===== src/rtl/memory_game_ctrl_pkg.sv =====
`default_nettype none
// ============================================================================
// Module      : memory_game_ctrl_pkg
// Description : Shared board geometry, pair-id width and controller state
//               encoding for the 4x4 card-matching game.
// Revision    : 1.0 - initial release
// ============================================================================
package memory_game_ctrl_pkg;

  localparam int GRID_DIM  = 4;
  localparam int NUM_CARDS = GRID_DIM * GRID_DIM;
  localparam int NUM_PAIRS = NUM_CARDS / 2;
  localparam int PAIR_W    = 3;

  typedef enum logic [2:0] {
    IDLE   = 3'd0,
    ONE_UP = 3'd1,
    CHECK  = 3'd2,
    SHOW   = 3'd3,
    WIN    = 3'd4
  } state_t;

endpackage
`default_nettype wire


===== src/rtl/memory_game_ctrl_card_deck.sv =====
`default_nettype none
// ============================================================================
// Module      : card_deck
// Description : Combinational pair-id ROM. Maps a board position to the id
//               of the pair its card belongs to. Cards i and i+8 share an id.
//               Kept as its own block so a shuffled deck can replace it.
// Ports       : addr - board position 0..15
//               id   - pair id 0..7
// Revision    : 1.0 - initial release
// ============================================================================
module card_deck
  import memory_game_ctrl_pkg::*;
(
  input  logic [3:0]        addr,
  output logic [PAIR_W-1:0] id
);

  always_comb begin
    id = addr[PAIR_W-1:0];
  end

endmodule
`default_nettype wire


===== src/rtl/memory_game_ctrl.sv =====
`default_nettype none
// ============================================================================
// Module      : memory_game_ctrl
// Description : Game-state controller for the 4x4 card-matching board.
//               Moves a wrapping cursor from button pulses, reveals up to two
//               cards, compares their pair ids, keeps a mismatch visible for
//               SHOW_CYCLES clocks, counts attempts/pairs and flags a win.
// Ports       : clk, rst_n (async, active low), new_game (sync clear)
//               btn_up/down/left/right/sel - single-cycle debounced pulses
//               cursor      - {row, col} of the selected position
//               face_up     - per-card renderer enable
//               matched     - per-card solved flag
//               pairs_found - 0..8
//               attempts    - completed comparisons, saturating at 255
//               busy        - comparison or mismatch display in progress
//               win         - all pairs found
// Revision    : 1.0 - initial release
// ============================================================================
module memory_game_ctrl
  import memory_game_ctrl_pkg::*;
#(
  parameter int SHOW_CYCLES = 25000000,
  parameter int TMR_W       = 25
) (
  input  logic        clk,
  input  logic        rst_n,
  input  logic        new_game,
  input  logic        btn_up,
  input  logic        btn_down,
  input  logic        btn_left,
  input  logic        btn_right,
  input  logic        btn_sel,
  output logic [3:0]  cursor,
  output logic [15:0] face_up,
  output logic [15:0] matched,
  output logic [3:0]  pairs_found,
  output logic [7:0]  attempts,
  output logic        busy,
  output logic        win
);

  localparam logic [TMR_W-1:0] c_show_load = TMR_W'(SHOW_CYCLES - 1);
  localparam logic [3:0]       c_last_pair = 4'(NUM_PAIRS - 1);

  state_t             r_state,       w_state_nxt;
  logic [3:0]         r_cursor,      w_cursor_nxt;
  logic [15:0]        r_face_up,     w_face_up_nxt;
  logic [15:0]        r_matched,     w_matched_nxt;
  logic [3:0]         r_pairs_found, w_pairs_found_nxt;
  logic [7:0]         r_attempts,    w_attempts_nxt;
  logic [TMR_W-1:0]   r_timer,       w_timer_nxt;
  logic [3:0]         r_first_sel,   w_first_sel_nxt;
  logic [3:0]         r_second_sel,  w_second_sel_nxt;

  logic [PAIR_W-1:0]  w_first_id;
  logic [PAIR_W-1:0]  w_second_id;
  logic [1:0]         w_row;
  logic [1:0]         w_col;
  logic [1:0]         w_row_dec;
  logic [1:0]         w_row_inc;
  logic [1:0]         w_col_dec;
  logic [1:0]         w_col_inc;
  logic [15:0]        w_cur_mask;
  logic [15:0]        w_pair_mask;
  logic               w_sel_ok;

  card_deck u_deck_first (
    .addr (r_first_sel),
    .id   (w_first_id)
  );

  card_deck u_deck_second (
    .addr (r_second_sel),
    .id   (w_second_id)
  );

  // Two-bit row/col arithmetic gives the wrap-around for free.
  assign w_row     = r_cursor[3:2];
  assign w_col     = r_cursor[1:0];
  assign w_row_dec = w_row - 2'd1;
  assign w_row_inc = w_row + 2'd1;
  assign w_col_dec = w_col - 2'd1;
  assign w_col_inc = w_col + 2'd1;

  assign w_cur_mask  = 16'd1 << r_cursor;
  assign w_pair_mask = (16'd1 << r_first_sel) | (16'd1 << r_second_sel);

  // Select always acts on the pre-move cursor position.
  assign w_sel_ok = btn_sel && !r_face_up[r_cursor] &&
                    ((r_state == IDLE) || (r_state == ONE_UP));

  always_comb begin
    w_state_nxt       = r_state;
    w_cursor_nxt      = r_cursor;
    w_face_up_nxt     = r_face_up;
    w_matched_nxt     = r_matched;
    w_pairs_found_nxt = r_pairs_found;
    w_attempts_nxt    = r_attempts;
    w_timer_nxt       = r_timer;
    w_first_sel_nxt   = r_first_sel;
    w_second_sel_nxt  = r_second_sel;

    if (r_state != WIN) begin
      if (btn_up)          w_cursor_nxt = {w_row_dec, w_col};
      else if (btn_down)   w_cursor_nxt = {w_row_inc, w_col};
      else if (btn_left)   w_cursor_nxt = {w_row, w_col_dec};
      else if (btn_right)  w_cursor_nxt = {w_row, w_col_inc};
    end

    case (r_state)
      IDLE: begin
        if (w_sel_ok) begin
          w_first_sel_nxt = r_cursor;
          w_face_up_nxt   = r_face_up | w_cur_mask;
          w_state_nxt     = ONE_UP;
        end
      end
      ONE_UP: begin
        if (w_sel_ok) begin
          w_second_sel_nxt = r_cursor;
          w_face_up_nxt    = r_face_up | w_cur_mask;
          w_state_nxt      = CHECK;
        end
      end
      CHECK: begin
        if (r_attempts != 8'hFF) w_attempts_nxt = r_attempts + 8'd1;
        if (w_first_id == w_second_id) begin
          w_matched_nxt     = r_matched | w_pair_mask;
          w_pairs_found_nxt = r_pairs_found + 4'd1;
          if (r_pairs_found == c_last_pair) begin
            w_face_up_nxt = '1;
            w_matched_nxt = '1;
            w_state_nxt   = WIN;
          end else begin
            w_state_nxt   = IDLE;
          end
        end else begin
          w_timer_nxt = c_show_load;
          w_state_nxt = SHOW;
        end
      end
      SHOW: begin
        if (r_timer == '0) begin
          w_face_up_nxt = r_face_up & ~w_pair_mask;
          w_state_nxt   = IDLE;
        end else begin
          w_timer_nxt = r_timer - 1'b1;
        end
      end
      WIN: begin
        w_face_up_nxt = '1;
        w_matched_nxt = '1;
      end
      default: begin
        w_state_nxt = IDLE;
      end
    endcase
  end

  always_ff @(posedge clk or negedge rst_n) begin
    if (!rst_n) begin
      r_state       <= IDLE;
      r_cursor      <= '0;
      r_face_up     <= '0;
      r_matched     <= '0;
      r_pairs_found <= '0;
      r_attempts    <= '0;
      r_timer       <= '0;
      r_first_sel   <= '0;
      r_second_sel  <= '0;
    end else if (new_game) begin
      r_state       <= IDLE;
      r_cursor      <= '0;
      r_face_up     <= '0;
      r_matched     <= '0;
      r_pairs_found <= '0;
      r_attempts    <= '0;
      r_timer       <= '0;
      r_first_sel   <= '0;
      r_second_sel  <= '0;
    end else begin
      r_state       <= w_state_nxt;
      r_cursor      <= w_cursor_nxt;
      r_face_up     <= w_face_up_nxt;
      r_matched     <= w_matched_nxt;
      r_pairs_found <= w_pairs_found_nxt;
      r_attempts    <= w_attempts_nxt;
      r_timer       <= w_timer_nxt;
      r_first_sel   <= w_first_sel_nxt;
      r_second_sel  <= w_second_sel_nxt;
    end
  end

  assign cursor      = r_cursor;
  assign face_up     = r_face_up;
  assign matched     = r_matched;
  assign pairs_found = r_pairs_found;
  assign attempts    = r_attempts;
  assign busy        = (r_state == CHECK) || (r_state == SHOW);
  assign win         = (r_state == WIN);

endmodule
`default_nettype wire


===== config.mk =====
export PLATFORM = sky130hd
export DESIGN_NAME = memory_game_ctrl
export DESIGN_NICKNAME = d
export VERILOG_FILES = /design/src/rtl/memory_game_ctrl_pkg.sv /design/src/rtl/memory_game_ctrl_card_deck.sv /design/src/rtl/memory_game_ctrl.sv
export SDC_FILE = /design/constraint.sdc
export NUM_CORES = 1
export LEC_CHECK = 0
export CELL_PAD_IN_SITES_DETAIL_PLACEMENT = 0
export CELL_PAD_IN_SITES_GLOBAL_PLACEMENT = 1
export CORE_AREA = 3 3 112 114
export CTS_CLUSTER_DIAMETER = 40
export DETAILED_ROUTE_END_ITERATION = 7
export DIE_AREA = 0 0 115 117
export GPL_ROUTABILITY_DRIVEN = 0
export PLACE_DENSITY = 0.77
export SETUP_SLACK_MARGIN = 0.15
export SLEW_MARGIN = 30
export SYNTH_ARGS = -nofsm -noshare
export SYNTH_HDL_FRONTEND = slang
export SYNTH_SLANG_ARGS = --single-unit

===== constraint.sdc =====
create_clock -name clk -period 2.8 [get_ports clk]
set_input_delay 0.28 -clock clk [delete_from_list [all_inputs] [get_ports clk]]
set_output_delay 0.28 -clock clk [all_outputs]
set_load 0.01 [all_outputs]

==> out/qor.txt <==
Hold Vio Cnt, Final: 0
CP Max Fanout: 16
register area share after synthesis: 41.21%
PwrDens: 596.7 nW/um2
clk_skew: 7.920 ps
Bufs on Longest Clock Path: 2
Overall Global Routing Usage: 22.88%
Via density: 6.027
GR peak layer: met2
final setup TNS: 0 ps
post-layout min period: 2470 ps
Clock Sinks: 84
Post-Syn Area: 5101 um2
Worst Path Buf+Inv: 2
final core occ: 54.27%
placed insts: 749
RSZ-0062 raised after global routing: no
CP Launch Type: flop
Syn Nets: 572
routed len/inst: 19.30 um
Clock Latency Late Sink: 340 ps
max-cap violation count: 0
Worst VDD drop: 0.3679 mV
fin crit share: 88.22%
total grt overflow: 0
final setup fails: 0
Std-Cell Rows: 39
global-route wire length before repair: 24.25 mm
Pleak: 0.002734 uW
met2 Use GR: 38.04%
pin count of the biggest net entering global routing: 52
cells along the critical path: buf_4, mux2_2, o21ai_1, o211ai_1, a2111o_2, buf_12, o32ai_1
WS Path Type: flop to flop
CTS Buf Count: 9
most common flop cell mapped by yosys: dfrtp_1
die area: 13460 um2
Area Growth Syn to Fin: 22.52%
H-tree level count: 3
worst slew pin tran: 820.4 ps
Nets: 631
non-filler cells, final: 767
share of flip-flops with an asynchronous set or reset: 100.0%
Initial Utilization: 44.30%
CP arrival: 2700 ps
DRT Pass-1 Iters: 5
hpwl dp: 10.19 mm
vias: 4623
Cell variety after synth: 62
outcome: complete, no violations
largest delay contributor family on the critical path: compound AO/OA/AOI/OAI gates
Syn Area/Cell: 9.109 um2
FMAX: 0.4048 GHz
CTS tree: yes
Port Buf Inserts: 57
initial antenna violation count: 0
#FFs+latches synth: 84
die height: 117 um
Critical Path Slowest Stage Cell: a2111o_2
Worst Path Required: 3030 ps
Slew Viols, Final: 0
max_slew headroom: 44.80%
layout cells sized above 1: 12.66%
Antenna diodes: 0
Reg clk slew, reported paths: 60 ps
clock root buffer master: clkbuf_16
Post-synth EDFFs: 0
met3 GRT Util: 4.473%
Die Wd: 115 um
DRT iter0 DRCs: 396
met1 Track Usage GR: 29.34%
Critical Path Sink Type: flop
Synth Instances: 560
Post-DRT Antenna Nets: 0
Hold WC Path Type: input port to flop
Ys Warns: 0
final WL: 14.81 mm
Core ar.: 11520 um2
boundary pin count: 58
DRC viols: 0
Worst path max stage delay: 530 ps
vias in the first global route: 4662
[synth_stat cells (10+ instances only)]
cell | number | area, um2
nor2_1 | 75 | 281.5
clkbuf_1 | 29 | 108.9
or3_1 | 21 | 131.4
xor2_1 | 16 | 140.1
a21oi_1 | 54 | 270.3
nand2b_1 | 12 | 75.07
o32ai_1 | 15 | 131.4
a22o_1 | 10 | 87.58
dfrtp_1 | 84 | 2102
nand3_1 | 11 | 55.05
o32ai_2 | 10 | 162.7
o22ai_1 | 19 | 118.9
nor3_1 | 19 | 95.09
nand2_1 | 28 | 105.1
mux2i_1 | 13 | 130.1
o21ai_0 | 11 | 55.05
inv_1 | 25 | 93.84
[cells by family (layout without fill, tap and decap cells)]
logic type | count (synthesis) | count (layout) | synth area share [%]
buf+inv | 61 | 125 | 4.856
flops | 84 | 84 | 41.21
xor+xnor | 21 | 21 | 3.605
simple gates | 208 | 208 | 21.44
compound gates | 163 | 163 | 23.60
fa+ha+maj | 4 | 4 | 0.9812
mux | 19 | 19 | 4.317
[path summary, 6_finish.rpt]
check,startpoint,to,slack (ps),cells past startpoint
worst max-delay path,cursor[0],face_up[4],330,7
worst min-delay path,new_game,attempts[7],330,2
worst max register to register,cursor[0],face_up[4],330,7
worst min register to register,matched[2],matched[2],500,2
max in group asynchronous,rst_n,matched[15],1560,3
min in group asynchronous,rst_n,attempts[6],510,2
[registers in the layout, indices dropped and copies added (netlist names)]
register / count
r_first_sel: 4
r_state: 3
cursor: 4
face_up: 16
attempts: 8
matched: 16
r_second_sel: 4
pairs_found: 4
r_timer: 25
[final cells by class]
class | count | area (um2)
Fill cell | 1074 | 5266
Tap cell | 143 | 178.9
Inverter | 25 | 93.84
Clock inverter | 3 | 68.82
Sequential cell | 84 | 2102
Multi-Input combinational cell | 415 | 2765
Clock buffer | 13 | 260.3
Timing Repair Buffer | 84 | 780.7
[routing by layer]
| metal | vias up | wire (um) |
|---|---|---|
| met1 | 2273 | 6637 |
| met5 | - | 0 |
| met2 | 120 | 7254 |
| met3 | 23 | 532 |
| li1 | 2207 | - |
| met4 | 0 | 381 |
[power breakdown]
part	internal, uW	switching [uW]
combinational	425	619
sequential	1280	81.3
clock	833	494
[placed cells by master, fill, tap and decap left out, types with 7 or more instances in the layout]
cell	count
a22o_1	10
nor2_1	72
nand4_1	8
buf_4	26
nand2b_1	12
or3_1	21
a221o_1	7
o32ai_1	15
o32ai_2	10
o22ai_1	19
nand3_1	11
xor2_1	16
nand2_1	28
a21oi_1	54
clkdlybuf4s50_1	55
o21ai_0	11
nor3_1	19
clkbuf_16	9
inv_1	25
o2111ai_1	7
dfrtp_1	84
mux2i_1	13
[metrics by stage]
| step | hold slack, ps | worst slack [ps] | power [uW] | instance area [um2] |
|---|---|---|---|---|
| after floorplan | -15.59 | 517.9 | 2039 | 5101 |
| after global placement | 354.5 | 252.0 | 2391 | 5884 |
| after detailed placement | 360.4 | 188.6 | 2403 | 5887 |
| after CTS | 319.8 | 168.2 | 3748 | 6226 |
| after global routing | 344.6 | 185.3 | 3919 | 6250 |
| final | 333.1 | 329.9 | 3730 | 6250 |
[timing repair]
action,CTS,global route
gates resized for setup,0,1
hold buffers,1,0
buffers inserted,0,1
endpoints found under the setup margin,0,16
hold endpoints to repair,29,0
(Power assumes the default switching activity.)
